--- src/rtl/cluster_pe_ctrl_if.sv ---
`default_nettype none
// ============================================================================
// Module   : cluster_pe_ctrl_if
// Desc     : Point-stream handshake between a point source and cluster_pe_ctrl.
// Revision : 1.0
// ============================================================================
interface cluster_pe_ctrl_if #(
  parameter int CENTER_SIZE = 24
) ();
  logic                   point_valid;
  logic                   point_ready;
  logic [CENTER_SIZE-1:0] point_data;

  modport master (
    output point_valid,
    output point_data,
    input  point_ready
  );

  modport slave (
    input  point_valid,
    input  point_data,
    output point_ready
  );
endinterface
`default_nettype wire

--- src/rtl/cluster_pe_ctrl.sv ---
`default_nettype none
// ============================================================================
// Module   : cluster_pe_ctrl
// Desc     : Iteration sequencer for a kd-tree clustering PE array. Defining
//            CLUSTER_PE_CTRL_SORT_EARLY_EXIT_EN ends sorting after a quiet pass.
// Revision : 1.0
// ============================================================================
module cluster_pe_ctrl #(
  parameter  int DIM         = 3,
  parameter  int DATA_RANGE  = 255,
  parameter  int MAX_DEPTH   = 16,
  localparam int DIM_SIZE    = $clog2(DATA_RANGE),
  localparam int DEPTH_SIZE  = $clog2(MAX_DEPTH),
  localparam int CENTER_SIZE = DIM * DIM_SIZE
) (
  input  logic                   clk,
  input  logic                   rst,
  input  logic                   i_start,
  input  logic                   i_abort,
  input  logic [15:0]            i_num_points,
  input  logic [7:0]             i_max_iter,
  input  logic [DEPTH_SIZE-1:0]  i_tree_depth,
  cluster_pe_ctrl_if.slave       pt,
  input  logic                   i_pe_stable,
  input  logic                   i_pe_switch_any,
  output logic                   o_en,
  output logic                   o_init,
  output logic                   o_start_iter,
  output logic                   o_receive_point,
  output logic                   o_inc,
  output logic                   o_update,
  output logic                   o_sorting,
  output logic                   o_parent_switch,
  output logic                   o_child_switch,
  output logic                   o_next_level,
  output logic [CENTER_SIZE-1:0] o_point_out,
  output logic [DEPTH_SIZE-1:0]  o_depth_out,
  output logic                   o_busy,
  output logic                   o_done,
  output logic [7:0]             o_iter_count
);

  typedef enum logic [3:0] {
    S_IDLE       = 4'd0,
    S_INIT       = 4'd1,
    S_START_ITER = 4'd2,
    S_WAIT_PT    = 4'd3,
    S_RECEIVE    = 4'd4,
    S_DESCEND    = 4'd5,
    S_INC        = 4'd6,
    S_UPDATE     = 4'd7,
    S_SORT_P     = 4'd8,
    S_SORT_C     = 4'd9,
    S_CHECK      = 4'd10,
    S_DONE       = 4'd11
  } state_t;

  typedef struct packed {
    logic en;
    logic busy;
    logic init;
    logic start_iter;
    logic receive_point;
    logic inc;
    logic update;
    logic sorting;
    logic parent_switch;
    logic child_switch;
    logic next_level;
    logic point_ready;
    logic done;
  } strobe_t;

  // Strobes are registered alongside the state, so they are a pure
  // function of the state being entered.
  function automatic strobe_t f_strobes(input state_t s);
    strobe_t v;
    v      = '0;
    v.en   = (s != S_IDLE);
    v.busy = (s != S_IDLE);
    case (s)
      S_INIT:       v.init          = 1'b1;
      S_START_ITER: v.start_iter    = 1'b1;
      S_WAIT_PT:    v.point_ready   = 1'b1;
      S_RECEIVE: begin
        v.receive_point = 1'b1;
        v.next_level    = 1'b1;
      end
      S_DESCEND:    v.next_level    = 1'b1;
      S_INC:        v.inc           = 1'b1;
      S_UPDATE:     v.update        = 1'b1;
      S_SORT_P: begin
        v.sorting       = 1'b1;
        v.parent_switch = 1'b1;
      end
      S_SORT_C: begin
        v.sorting      = 1'b1;
        v.child_switch = 1'b1;
      end
      S_DONE:       v.done          = 1'b1;
      default:      ;
    endcase
    return v;
  endfunction

  state_t                r_state;
  strobe_t               r_strb;
  logic [CENTER_SIZE-1:0] r_point;
  logic [DEPTH_SIZE-1:0] r_depth;
  logic [7:0]            r_iter;
  logic [15:0]           r_pt_cnt;
  logic [DEPTH_SIZE-1:0] r_lvl;
  logic [DEPTH_SIZE:0]   r_pass;

  logic [DEPTH_SIZE:0]   w_passes;
  logic [DEPTH_SIZE:0]   w_pass_nxt;
  logic [8:0]            w_iter_nxt;
  logic [8:0]            w_max_iter;
  logic [16:0]           w_pt_nxt;
  logic                  w_sort_last;

  // Zero depth and zero iteration limit both behave as one.
  assign w_passes   = (r_depth == '0) ? {{DEPTH_SIZE{1'b0}}, 1'b1} : {1'b0, r_depth};
  assign w_pass_nxt = r_pass + 1'b1;
  assign w_iter_nxt = {1'b0, r_iter} + 9'd1;
  assign w_max_iter = (i_max_iter == 8'd0) ? 9'd1 : {1'b0, i_max_iter};
  assign w_pt_nxt   = {1'b0, r_pt_cnt} + 17'd1;

`ifdef CLUSTER_PE_CTRL_SORT_EARLY_EXIT_EN
  logic r_sw_p;
  assign w_sort_last = (w_pass_nxt >= w_passes) || (!r_sw_p && !i_pe_switch_any);
`else
  logic w_unused_switch;
  assign w_unused_switch = i_pe_switch_any;
  assign w_sort_last     = (w_pass_nxt >= w_passes);
`endif

  always_ff @(posedge clk or negedge rst) begin
    if (!rst) begin
      r_state  <= S_IDLE;
      r_strb   <= '0;
      r_point  <= '0;
      r_depth  <= '0;
      r_iter   <= '0;
      r_pt_cnt <= '0;
      r_lvl    <= '0;
      r_pass   <= '0;
`ifdef CLUSTER_PE_CTRL_SORT_EARLY_EXIT_EN
      r_sw_p   <= 1'b0;
`endif
    end else if (i_abort && (r_state != S_IDLE)) begin
      r_state <= S_IDLE;
      r_strb  <= '0;
    end else begin
      case (r_state)
        S_IDLE: begin
          if (i_start) begin
            r_state  <= S_INIT;
            r_strb   <= f_strobes(S_INIT);
            r_depth  <= i_tree_depth;
            r_iter   <= '0;
            r_pt_cnt <= '0;
          end
        end
        S_INIT: begin
          r_state  <= S_START_ITER;
          r_strb   <= f_strobes(S_START_ITER);
          r_pt_cnt <= '0;
        end
        S_START_ITER: begin
          r_pt_cnt <= '0;
          if (i_num_points == 16'd0) begin
            r_state <= S_UPDATE;
            r_strb  <= f_strobes(S_UPDATE);
          end else begin
            r_state <= S_WAIT_PT;
            r_strb  <= f_strobes(S_WAIT_PT);
          end
        end
        S_WAIT_PT: begin
          if (pt.point_valid) begin
            r_point <= pt.point_data;
            r_lvl   <= {{(DEPTH_SIZE-1){1'b0}}, 1'b1};
            r_state <= S_RECEIVE;
            r_strb  <= f_strobes(S_RECEIVE);
          end
        end
        S_RECEIVE: begin
          if (r_depth > {{(DEPTH_SIZE-1){1'b0}}, 1'b1}) begin
            r_lvl   <= r_lvl + 1'b1;
            r_state <= S_DESCEND;
            r_strb  <= f_strobes(S_DESCEND);
          end else begin
            r_state <= S_INC;
            r_strb  <= f_strobes(S_INC);
          end
        end
        S_DESCEND: begin
          if (r_lvl == r_depth) begin
            r_state <= S_INC;
            r_strb  <= f_strobes(S_INC);
          end else begin
            r_lvl <= r_lvl + 1'b1;
          end
        end
        S_INC: begin
          r_pt_cnt <= w_pt_nxt[15:0];
          if (w_pt_nxt == {1'b0, i_num_points}) begin
            r_state <= S_UPDATE;
            r_strb  <= f_strobes(S_UPDATE);
          end else begin
            r_state <= S_WAIT_PT;
            r_strb  <= f_strobes(S_WAIT_PT);
          end
        end
        S_UPDATE: begin
          r_pass  <= '0;
          r_state <= S_SORT_P;
          r_strb  <= f_strobes(S_SORT_P);
        end
        S_SORT_P: begin
`ifdef CLUSTER_PE_CTRL_SORT_EARLY_EXIT_EN
          r_sw_p  <= i_pe_switch_any;
`endif
          r_state <= S_SORT_C;
          r_strb  <= f_strobes(S_SORT_C);
        end
        S_SORT_C: begin
          r_pass <= w_pass_nxt;
          if (w_sort_last) begin
            r_state <= S_CHECK;
            r_strb  <= f_strobes(S_CHECK);
          end else begin
            r_state <= S_SORT_P;
            r_strb  <= f_strobes(S_SORT_P);
          end
        end
        S_CHECK: begin
          if (i_pe_stable || (w_iter_nxt >= w_max_iter)) begin
            r_state <= S_DONE;
            r_strb  <= f_strobes(S_DONE);
          end else begin
            r_iter  <= w_iter_nxt[7:0];
            r_state <= S_START_ITER;
            r_strb  <= f_strobes(S_START_ITER);
          end
        end
        S_DONE: begin
          r_state <= S_IDLE;
          r_strb  <= '0;
        end
        default: begin
          r_state <= S_IDLE;
          r_strb  <= '0;
        end
      endcase
    end
  end

  assign o_en            = r_strb.en;
  assign o_busy          = r_strb.busy;
  assign o_init          = r_strb.init;
  assign o_start_iter    = r_strb.start_iter;
  assign o_receive_point = r_strb.receive_point;
  assign o_inc           = r_strb.inc;
  assign o_update        = r_strb.update;
  assign o_sorting       = r_strb.sorting;
  assign o_parent_switch = r_strb.parent_switch;
  assign o_child_switch  = r_strb.child_switch;
  assign o_next_level    = r_strb.next_level;
  assign o_done          = r_strb.done;
  assign pt.point_ready  = r_strb.point_ready;
  assign o_point_out     = r_point;
  assign o_depth_out     = r_depth;
  assign o_iter_count    = r_iter;

endmodule
`default_nettype wire

--- src/flat_wrapper.sv ---
// flat-port wrapper written by rule: the top's interface ports become plain ports
module cluster_pe_ctrl_flat 
#(
  parameter  int DIM         = 3,
  parameter  int DATA_RANGE  = 255,
  parameter  int MAX_DEPTH   = 16,
  localparam int DIM_SIZE    = $clog2(DATA_RANGE),
  localparam int DEPTH_SIZE  = $clog2(MAX_DEPTH),
  localparam int CENTER_SIZE = DIM * DIM_SIZE
)
  (clk, rst, i_start, i_abort, i_num_points, i_max_iter, i_tree_depth, i_pe_stable, i_pe_switch_any, o_en, o_init, o_start_iter, o_receive_point, o_inc, o_update, o_sorting, o_parent_switch, o_child_switch, o_next_level, o_point_out, o_depth_out, o_busy, o_done, o_iter_count, pt_point_valid, pt_point_data, pt_point_ready);
  cluster_pe_ctrl_if #(.CENTER_SIZE((24))) pt_i ();
  input  logic clk;
  input  logic rst;
  input  logic i_start;
  input  logic i_abort;
  input  logic [15:0] i_num_points;
  input  logic [7:0] i_max_iter;
  input  logic [DEPTH_SIZE-1:0] i_tree_depth;
  input  logic i_pe_stable;
  input  logic i_pe_switch_any;
  output logic o_en;
  output logic o_init;
  output logic o_start_iter;
  output logic o_receive_point;
  output logic o_inc;
  output logic o_update;
  output logic o_sorting;
  output logic o_parent_switch;
  output logic o_child_switch;
  output logic o_next_level;
  output logic [CENTER_SIZE-1:0] o_point_out;
  output logic [DEPTH_SIZE-1:0] o_depth_out;
  output logic o_busy;
  output logic o_done;
  output logic [7:0] o_iter_count;
  input wire logic [$bits(pt_i.point_valid)-1:0] pt_point_valid;
  input wire logic [$bits(pt_i.point_data)-1:0] pt_point_data;
  output wire logic [$bits(pt_i.point_ready)-1:0] pt_point_ready;
  assign pt_i.point_valid = pt_point_valid;
  assign pt_i.point_data = pt_point_data;
  assign pt_point_ready = pt_i.point_ready;
  cluster_pe_ctrl #(.DIM(DIM), .DATA_RANGE(DATA_RANGE), .MAX_DEPTH(MAX_DEPTH)) u_core (.clk(clk), .rst(rst), .i_start(i_start), .i_abort(i_abort), .i_num_points(i_num_points), .i_max_iter(i_max_iter), .i_tree_depth(i_tree_depth), .pt(pt_i), .i_pe_stable(i_pe_stable), .i_pe_switch_any(i_pe_switch_any), .o_en(o_en), .o_init(o_init), .o_start_iter(o_start_iter), .o_receive_point(o_receive_point), .o_inc(o_inc), .o_update(o_update), .o_sorting(o_sorting), .o_parent_switch(o_parent_switch), .o_child_switch(o_child_switch), .o_next_level(o_next_level), .o_point_out(o_point_out), .o_depth_out(o_depth_out), .o_busy(o_busy), .o_done(o_done), .o_iter_count(o_iter_count));
endmodule
--- config.mk ---
export PLATFORM = sky130hd
export DESIGN_NAME = cluster_pe_ctrl_flat
export DESIGN_NICKNAME = d
export VERILOG_FILES = /design/src/rtl/cluster_pe_ctrl_if.sv /design/src/rtl/cluster_pe_ctrl.sv /design/src/flat_wrapper.sv
export SDC_FILE = /design/constraint.sdc
export NUM_CORES = 1
export LEC_CHECK = 0
export CAP_MARGIN = 20
export CORE_MARGIN = 2
export CORE_UTILIZATION = 51
export CTS_CLUSTER_DIAMETER = 120
export DETAILED_ROUTE_END_ITERATION = 7
export PLACE_DENSITY = 0.93
export SKIP_LAST_GASP = 1
export SLEW_MARGIN = 20
export SYNTH_ARGS = -nofsm -noshare
export SYNTH_HDL_FRONTEND = slang
export SYNTH_SLANG_ARGS = --single-unit
export TNS_END_PERCENT = 5
--- constraint.sdc ---
create_clock -name clk -period 3.4 [get_ports clk]
set_input_delay 0.51 -clock clk [delete_from_list [all_inputs] [get_ports clk]]
set_output_delay 0.51 -clock clk [all_outputs]
set_load 0.1 [all_outputs]
== After elaboration in Yosys (flattened, before gate mapping) ==
Index checks and enable logic that the tools add are counted.

* Register bits: 78
* Latch bits: 0
* Memory bits (writable): 0
* ROM bits: 0
* Output and inout port bits: 49
* Word-level logic and storage cells: 99
* Memories: 0

* Add/sub/neg operators: 4
* Multipliers: 0
* Div/mod/pow operators: 0
* $lt $le $gt $ge: 3
* Eq/ne operators: 20
* Shifts and indexed selects: 0
* Mux-type cells: 32
* Bitwise gates (word level): 1
* Reduce and logical (&&, ||, !) cells: 19

{| class="wikitable"
|+ Operators with widths
! operator !! number
|-
| $pmux 13 s11 || 1
|-
| $mux 13 || 4
|-
| $pmux 16 s3 || 1
|-
| $pmux 4 s11 || 1
|-
| $mux 4 || 9
|-
| $mux 8 || 4
|-
| $add 16x1->17 const B || 1
|-
| $eq 17x16->1 || 1
|-
| $eq 4x3->1 const B || 4
|-
| $logic_not 16->1 || 1
|-
| $mux 16 || 1
|-
| $pmux 8 s2 || 1
|-
| $mux 7 || 2
|-
| $eq 4x4->1 const B || 3
|-
| $pmux 4 s3 || 1
|-
| $reduce_and 3->1 || 4
|-
| $mux 10 || 1
|-
| $pmux 5 s2 || 1
|-
| $add 8x1->9 const B || 1
|-
| $ge 9x9->1 || 1
|-
| $eq 4x2->1 const B || 2
|-
| $logic_not 4->1 || 2
|-
| $logic_not 8->1 || 1
|-
| $ne 2x2->1 const B || 4
|-
| 22 further kinds || 27
|}

== Logic depth before layout (Yosys ltp) ==
* Depth after elaboration: 7
* Depth in mapped cells: 11

== Worst setup path after synthesis ==
OpenSTA, ideal clock, no wires.

* Path kind: register to register
* Start: register u_core.r_iter[2], in the netlist u_core.o_iter_count[2]
* End: register u_core.r_iter[1], in the netlist u_core.o_iter_count[1]
* Setup time: 83 ps
* Arrival: 3232 ps
* Data required time: 3317 ps
* Slack: 85 ps
* Cell stages (with the launch flop): 12
* Path buffers: 1
* Clock period less this slack: 3315 ps
* Cells stage by stage: dfrtp_1 > and3_1 > and3_1 > xor2_1 > ha_1 > a21o_1 > a21o_1 > a221oi_1 > o2111ai_1 > clkbuf_1 > and2_1 > o21ai_0

* Longest elaborated chain between the ends: 5

{| class="wikitable"
|+ Ends and longest elaborated chain
! what !! RTL line !! text
|-
| start, declared || cluster_pe_ctrl.sv:110 || <nowiki>logic [7:0] r_iter;</nowiki>
|-
| start signal, assigned || cluster_pe_ctrl.sv:243 || <nowiki>r_iter <= w_iter_nxt[7:0];</nowiki>
|-
| $add 8x1->9 || cluster_pe_ctrl.sv:125 || <nowiki>assign w_iter_nxt = {1'b0, r_iter} + 9'd1;</nowiki>
|-
| $ge 9x9->1 || cluster_pe_ctrl.sv:239 || <nowiki>if (i_pe_stable || (w_iter_nxt >= w_max_iter)) begin</nowiki>
|-
| $logic_or 1x1->1 || cluster_pe_ctrl.sv:239 ||
|-
| $ne 2x2->1 (no source line) || -- ||
|-
| $reduce_and 4->1 (no source line) || -- ||
|}

Every way passes these cells.
A chain may end at the register's enable or synchronous reset.

== Worst setup path after layout ==
* Start: register u_core.r_iter[0], in the netlist u_core.o_iter_count[0]
* End: register u_core.r_state[3]

* Longest elaborated chain between the ends: 6

{| class="wikitable"
|+ Ends and longest elaborated chain
! what !! RTL line !! text
|-
| $add 8x1->9 || cluster_pe_ctrl.sv:125 ||
|-
| $ge 9x9->1 || cluster_pe_ctrl.sv:239 ||
|-
| $logic_or 1x1->1 || cluster_pe_ctrl.sv:239 ||
|-
| $mux 4 || cluster_pe_ctrl.sv:239 ||
|-
| $pmux 4 s11 || cluster_pe_ctrl.sv:155 || <nowiki>case (r_state)</nowiki>
|-
| $mux 4 || cluster_pe_ctrl.sv:151 || <nowiki>end else if (i_abort && (r_state != S_IDLE)) begin</nowiki>
|-
| end signal, assigned || cluster_pe_ctrl.sv:152 || <nowiki>r_state <= S_IDLE;</nowiki>
|-
| end signal, assigned || cluster_pe_ctrl.sv:158 || <nowiki>r_state <= S_INIT;</nowiki>
|-
| end signal, assigned || cluster_pe_ctrl.sv:240 || <nowiki>r_state <= S_DONE;</nowiki>
|-
| end, declared || cluster_pe_ctrl.sv:106 || <nowiki>state_t r_state;</nowiki>
|}

Every way passes these cells.

==> summary.txt <==
STA
  – Slew Limit Headroom: 0.271
  – WHS: 283 ps
  – Worst clock skew on the final layout: 14.3 ps
  – Period utilization: 0.908
  – Setup repair after global routing missed its margin: false
  – Final Max Tran Viols: 0
  – Setup violation total in the final timing report: 0
  – Final Hold Violating Endpoints: 0
  – Total Negative Setup Slacks: 0 ps
  – Final critical path time including I/O delays and setup: 3090 ps
  – Transition time of the tightest slew-check pin: 1090 ps
  – Highest Clock Rate: 324 MHz

Logic synthesis
  – Share of flip-flops with an asynchronous set or reset: 1.00
  – Average instance area after synthesis: 9.74 um^2
  – EDFF count, synth: 0
  – Ys flop type: dfrtp_1
  – Synthesized cell area: 4570 um^2
  – Number of nets produced by synthesis: 544
  – Register area share after synthesis: 0.422
  – Synthesized instance count: 469
  – Count of cell types in the netlist: 61
  – Yosys warns: 0
  – Register bit count reported by yosys: 77

Routing
  – Total DRC errors in the routed layout: 0
  – Pre-antenna DRT Iters: 5
  – Routed wire length per instance: 17.4 um
  – Final routed wirelength across all metal layers: 11900 um
  – Antenna violation net count after detailed routing: 0
  – Total number of vias: 4167
  – Number of design-rule violations left by the first detailed-router iteration: 428
  – Via-to-Cell Ratio: 6.10

Clock network
  – Number of CTS-inserted buffers: 9
  – Buffer depth of the longest clock path: 2
  – Post-CTS setup repair buffer count: 0
  – Root Buffer Master: clkbuf_8
  – Number of clock sinks: 77
  – Hold buffer count at cts: 0
  – Post-cts gate resize count: 0
  – TritonCTS clock tree: done
  – Deepest level of the CTS H-tree: 3
  – Source-to-sink clock delay at the later pin of the worst-skew pair: 370 ps
  – Clock slew at reported path FFs: 90 ps

Finish
  – Final standard cell utilization of the core: 0.677
  – Final cell area excluding filler cells: 5900 um^2
  – Fraction of final layout cells with drive strength greater than 1: 0.123
  – Number of nets in the final layout: 645
  – Number of filler instances in the final layout: 628
  – Count of non-filler cells in the finished layout: 683
  – Antenna Diode Count: 0
  – Area of the multi-input gates: 2490 um^2
  – Area growth from synthesis to layout: 29.2%
  – Register Area: 1930 um^2

Global route
  – Pin count of the biggest net entering global routing: 78
  – Number of global-route vias before repair: 4145
  – Overflow left after global routing: 0
  – Initial antenna violation count: 0
  – Total Routing Usage GR: 0.250
  – Global-route wire length before repair: 19700 um

Setup path
  – Worst Path Arrival: 3330 ps
  – Critical Setup Path Class: reg2reg
  – Largest fanout on the critical path: 7
  – Critical Path Slowest Stage Cell: dfrtp_1
  – CP max stage delay: 480 ps
  – Count of buffer and inverter cells on the critical path: 0
  – Cell type group with the largest total delay on the critical path: compound AO/OA/AOI/OAI gates
  – Worst-path cell chain: ha_1 -> and3_1 -> xor2_1 -> ha_1 -> a21o_1 -> a221oi_1 -> o21ai_0 -> nor3b_1 -> o31a_1
  – Crit path top cell by count: ha_1
  – Worst Setup Start Kind: flip-flop
  – Required time at the worst-slack endpoint: 3640 ps
  – Critical path endpoint category: flip-flop

Floorplan
  – Die Height: 98.6 um
  – Core area: 8720 um^2
  – FP Rows: 34
  – Width of the die: 98.6 um
  – Number of top-level pins: 108
  – Die area: 9730 um^2
  – Starting density of the core: 0.524

Status
  – Result of the run: completed

Hold path
  – Path category of the worst min-delay check: in2async

Placement
  – Post-DP Area: 5690 um^2
  – Routability Congestion: 0.984
  – Cell count after placement: 667
  – Final HPWL from detailed placement: 8690 um
  – Port Buffer Count: 106

Pwr
  – VDD IR-drop max: 0.000664 V
  – Power density cells: 903 nW/um^2
  – Leakage Power: 2.56 nW

Job
  – MaxCap Viol Count: 0
==> cell type report <==
| type | instances | area share |
|---|---|---|
| Multi-Input combinational cell | 358 | 0.421 |
| Sequential cell | 77 | 0.326 |
| Timing Repair Buffer | 111 | 0.186 |
| Clock buffer | 10 | 0.0233 |
| Tap cell | 108 | 0.0229 |
| Clock inverter | 6 | 0.0121 |
| Inverter | 13 | 0.00827 |
==> registers in the layout (all words and copies together), names as in the netlist <==
register	flops
u_core.o_update	1
u_core.o_point_out	24
u_core.r_lvl	4
u_core.o_depth_out	4
u_core.o_child_switch	1
u_core.o_start_iter	1
u_core.pt.point_ready	1
u_core.r_pass	5
u_core.o_iter_count	8
u_core.o_receive_point	1
u_core.r_pt_cnt	16
u_core.o_init	1
u_core.r_state	4
u_core.o_parent_switch	1
u_core.o_inc	1
u_core.o_next_level	1
u_core.o_done	1
u_core.o_sorting	1
u_core.o_busy	1
==> logic make-up (layout without fill, tap and decap cells) <==
group	Yosys count	in the layout	share of synthesized area
AND/OR/NAND/NOR	167	167	0.200
adder cells (fa/ha/maj)	16	16	0.0438
multiplexers	30	30	0.0734
flip-flops	77	77	0.422
AO/OA/AOI/OAI	111	111	0.161
XOR/XNOR	34	34	0.0652
buffers and inverters	34	140	0.0342
==> path summary, 6_finish.rpt <==
path                            slack, ps              startpoint                      to  depth (start not counted)
worst max-delay path                  310  u_core.o_iter_count[0]       u_core.r_state[3]                          9
worst min-delay path                  280                     rst  u_core.o_point_out[15]                          1
worst max register to register        310  u_core.o_iter_count[0]       u_core.r_state[3]                          9
worst min register to register        480  u_core.o_parent_switch  u_core.o_parent_switch                          2
max in group asynchronous            2490                     rst   u_core.o_point_out[5]                          1
min in group clk                      480  u_core.o_parent_switch  u_core.o_parent_switch                          2
==> layer usage <==
| layer | track usage | up-vias | routed length [um] |
|---|---|---|---|
| li1 | - | 1935 | - |
| met1 | 0.314 | 2005 | 4750 |
| met2 | 0.424 | 190 | 6080 |
| met3 | 0.0411 | 37 | 695 |
| met4 | 0.118 | 0 | 352 |
| met5 | 0 | - | 0 |
==> cells in the final DEF (no fill, tap or decap), drive strengths merged, types with 8 or more instances in the layout <==
cell,count
o21ai,47
inv,14
ha,16
and3,11
mux2,28
clkdlybuf4s50,105
a21oi,9
xor2,11
nand4,14
nor4,12
nor2,26
nand2,42
a21o,8
nand3,20
xnor2,23
clkbuf,10
dfrtp,77
==> per-stage QoR <==
| step | worst slack, ps | total power, mW |
|---|---|---|
| after floorplan | 85.5 | 3.81 |
| after global placement | 286 | 4.51 |
| after detailed placement | 93.1 | 4.60 |
| after CTS | 363 | 5.35 |
| after global routing | 111 | 5.55 |
| final | 314 | 5.33 |
==> synth_stat cells, types with 4 or more instances <==
cell	count	area, um^2
a21o_1	8	60.1
a21oi_1	9	45.0
a22o_1	5	43.8
a31oi_1	4	25.0
and2_1	6	37.5
and3_1	11	68.8
buf_2	5	25.0
buf_4	4	30.0
clkbuf_1	11	41.3
dfrtp_1	77	1930
ha_1	16	200
inv_1	13	48.8
mux2_2	28	315
nand2_1	41	154
nand2b_1	7	43.8
nand3_1	19	95.1
nand4_1	13	81.3
nor2_1	25	93.8
nor3_1	6	30.0
nor4_1	12	75.1
o211ai_1	4	30.0
o21ai_0	45	225
o31ai_1	6	45.0
or2_2	7	43.8
xnor2_1	23	201
xor2_1	11	96.3
==> power by group <==
| group | switching [mW] | internal [mW] |
|---|---|---|
| Combinational | 2.28 | 0.901 |
| Sequential | 0.244 | 1.17 |
| Clock | 0.367 | 0.364 |
| Total | 2.89 | 2.44 |
No activity file was read; power rests on OpenSTA's default activity.
==> RTL edit, RTL diff (config.mk and constraints unchanged) <==
The option `CLUSTER_PE_CTRL_SORT_EARLY_EXIT_EN` is turned on by a define.
--- a/src/rtl/cluster_pe_ctrl.sv
+++ b/src/rtl/cluster_pe_ctrl.sv
@@ -6,4 +6,6 @@
 // Revision : 1.0
 // ============================================================================
+`define CLUSTER_PE_CTRL_SORT_EARLY_EXIT_EN
+
 module cluster_pe_ctrl #(
   parameter  int DIM         = 3,
Formal check against the unedited RTL: not equivalent (Yosys sat finds a counterexample within 10 cycles, from zero or initial values and one cycle with rst low).
==> RTL edit against the original RTL <==
  * Combinational power down 11%
  * Sequential cell count up 1
  * Synthesized area up 2.1%
  * First-iteration DRC count down 12%
  * Wire length up 0.72%
  * Clock skew up 0.0035 ns
  * Cell area up 2.3%
  * Sequential share of layout area down 0.25 points
  * Final cell count up 3.8%
  * Worst setup slack better by 0.15 ns
  * Power down 7.4%
==> RTL edit: results (changes against the original RTL) <==
total track usage=0.248 (-0.00191); Min Hold Slack=0.277 ns (-0.00669 ns); Switching Share=0.532 (-0.0104); status=complete, no violations; register area share after synthesis=0.419 (-0.00324); sequential share of power=0.283 (+0.017); Pre-Repair DR Iteration Count=6 (+1); placed cells=693 (+3.9%); gpl congestion=0.953 (-3.2%); Netlist cell types=63 (+3.3%); worst reg2reg startpoint=u_core.o_iter_count[4]; share of cells above drive strength 1=0.121 (-0.00201); Max FO, Critical Path=5 (-2); clock skew=0.0178 ns (+0.00354 ns); Cells after Synth=489 (+4.3%); synth cell count leaders=dfrtp_1, nand2_1, o21ai_0, nor2_1, mux2_2; net count after synthesis=564 (+3.7%); number of global-route vias before repair=4,313 (+4.1%); first-pass GRT wire length=20,000 um (+1.5%); vias per cell=6.07 (-0.45%); initial drt markers=377 (-12%); Slew headroom=0.325 (+0.0546); clock share of power=0.144 (+0.007); Worst VDD drop=0.000958 V (+44%); Port Buf Inserts=107 (+0.94%); Detail Placement HPWL=8780 um (+1.0%); Layout Nets=671 (+4.0%); DR WL/cell=16.9 um (-3.0%); synth top area cells=dfrtp_1, mux2_2, ha_1, xnor2_1, o21ai_0; critical-path cell with the highest stage delay=a2111o_1; Clk Latency, worst-skew pair=0.36 ns
## RTL edit: cell types whose count changed in the layout (fill, tap and decap cells not counted), moves of 5 or more
cell,delta
a21oi_1,+8
nand2b_1,+5
and3_1,-6
nor2_1,+8
inv_1,+7
o21ai_0,-8
## RTL edit: worst paths after layout
path | end | cells after the start
setup / recovery | u_core.o_iter_count[7] | 10
hold / removal | u_core.r_pt_cnt[12] | 1
setup reg to reg | u_core.o_iter_count[7] | 10
hold reg to reg | u_core.o_done | 2
max in group asynchronous | u_core.o_iter_count[2] | 1
min in group clk | u_core.o_done | 2
## RTL edit: per-stage QoR
stage / instance area, um^2 / util / setup slack (ns)
6_report: 6040 / 0.686 / 0.466
5_1_grt: 6040 / 0.686 / 0.174
4_1_cts: 6040 / 0.686 / 0.459
3_5_place_dp: 5840 / 0.663 / 0.132
3_3_place_gp: 5840 / 0.663 / 0.168
2_1_floorplan: 4670 / - / 0.00348
## RTL edit: final cells by class
class | count | area [um^2]
fillers | 641 | 2770
multi-input cells | 371 | 2540
flip-flops and latches | 78 | 1960
repair buffers | 116 | 1140
well taps | 108 | 135
clock buffers | 10 | 128
inverters | 20 | 75.1
clock inverters | 6 | 71.3
## RTL edit: logic make-up after synthesis
logic type | after synthesis | share of synthesized area
and+or+nand+nor | 178 | 0.204
AOI/OAI and AO/OA | 109 | 0.152
adders and majority gates | 16 | 0.0429
DFF | 78 | 0.419
muxes | 36 | 0.0853
buffers and inverters | 40 | 0.0370
xor gates and xnor gates | 32 | 0.0601
## RTL edit: metal layers
layer | vias to the layer above | GRT usage | share of wire
li1 | 1992 | - | -
met1 | 2039 | 0.300 | 0.39
met2 | 235 | 0.422 | 0.50
met3 | 40 | 0.0583 | 0.085
met4 | 0 | 0.112 | 0.031
met5 | - | 0 | 0
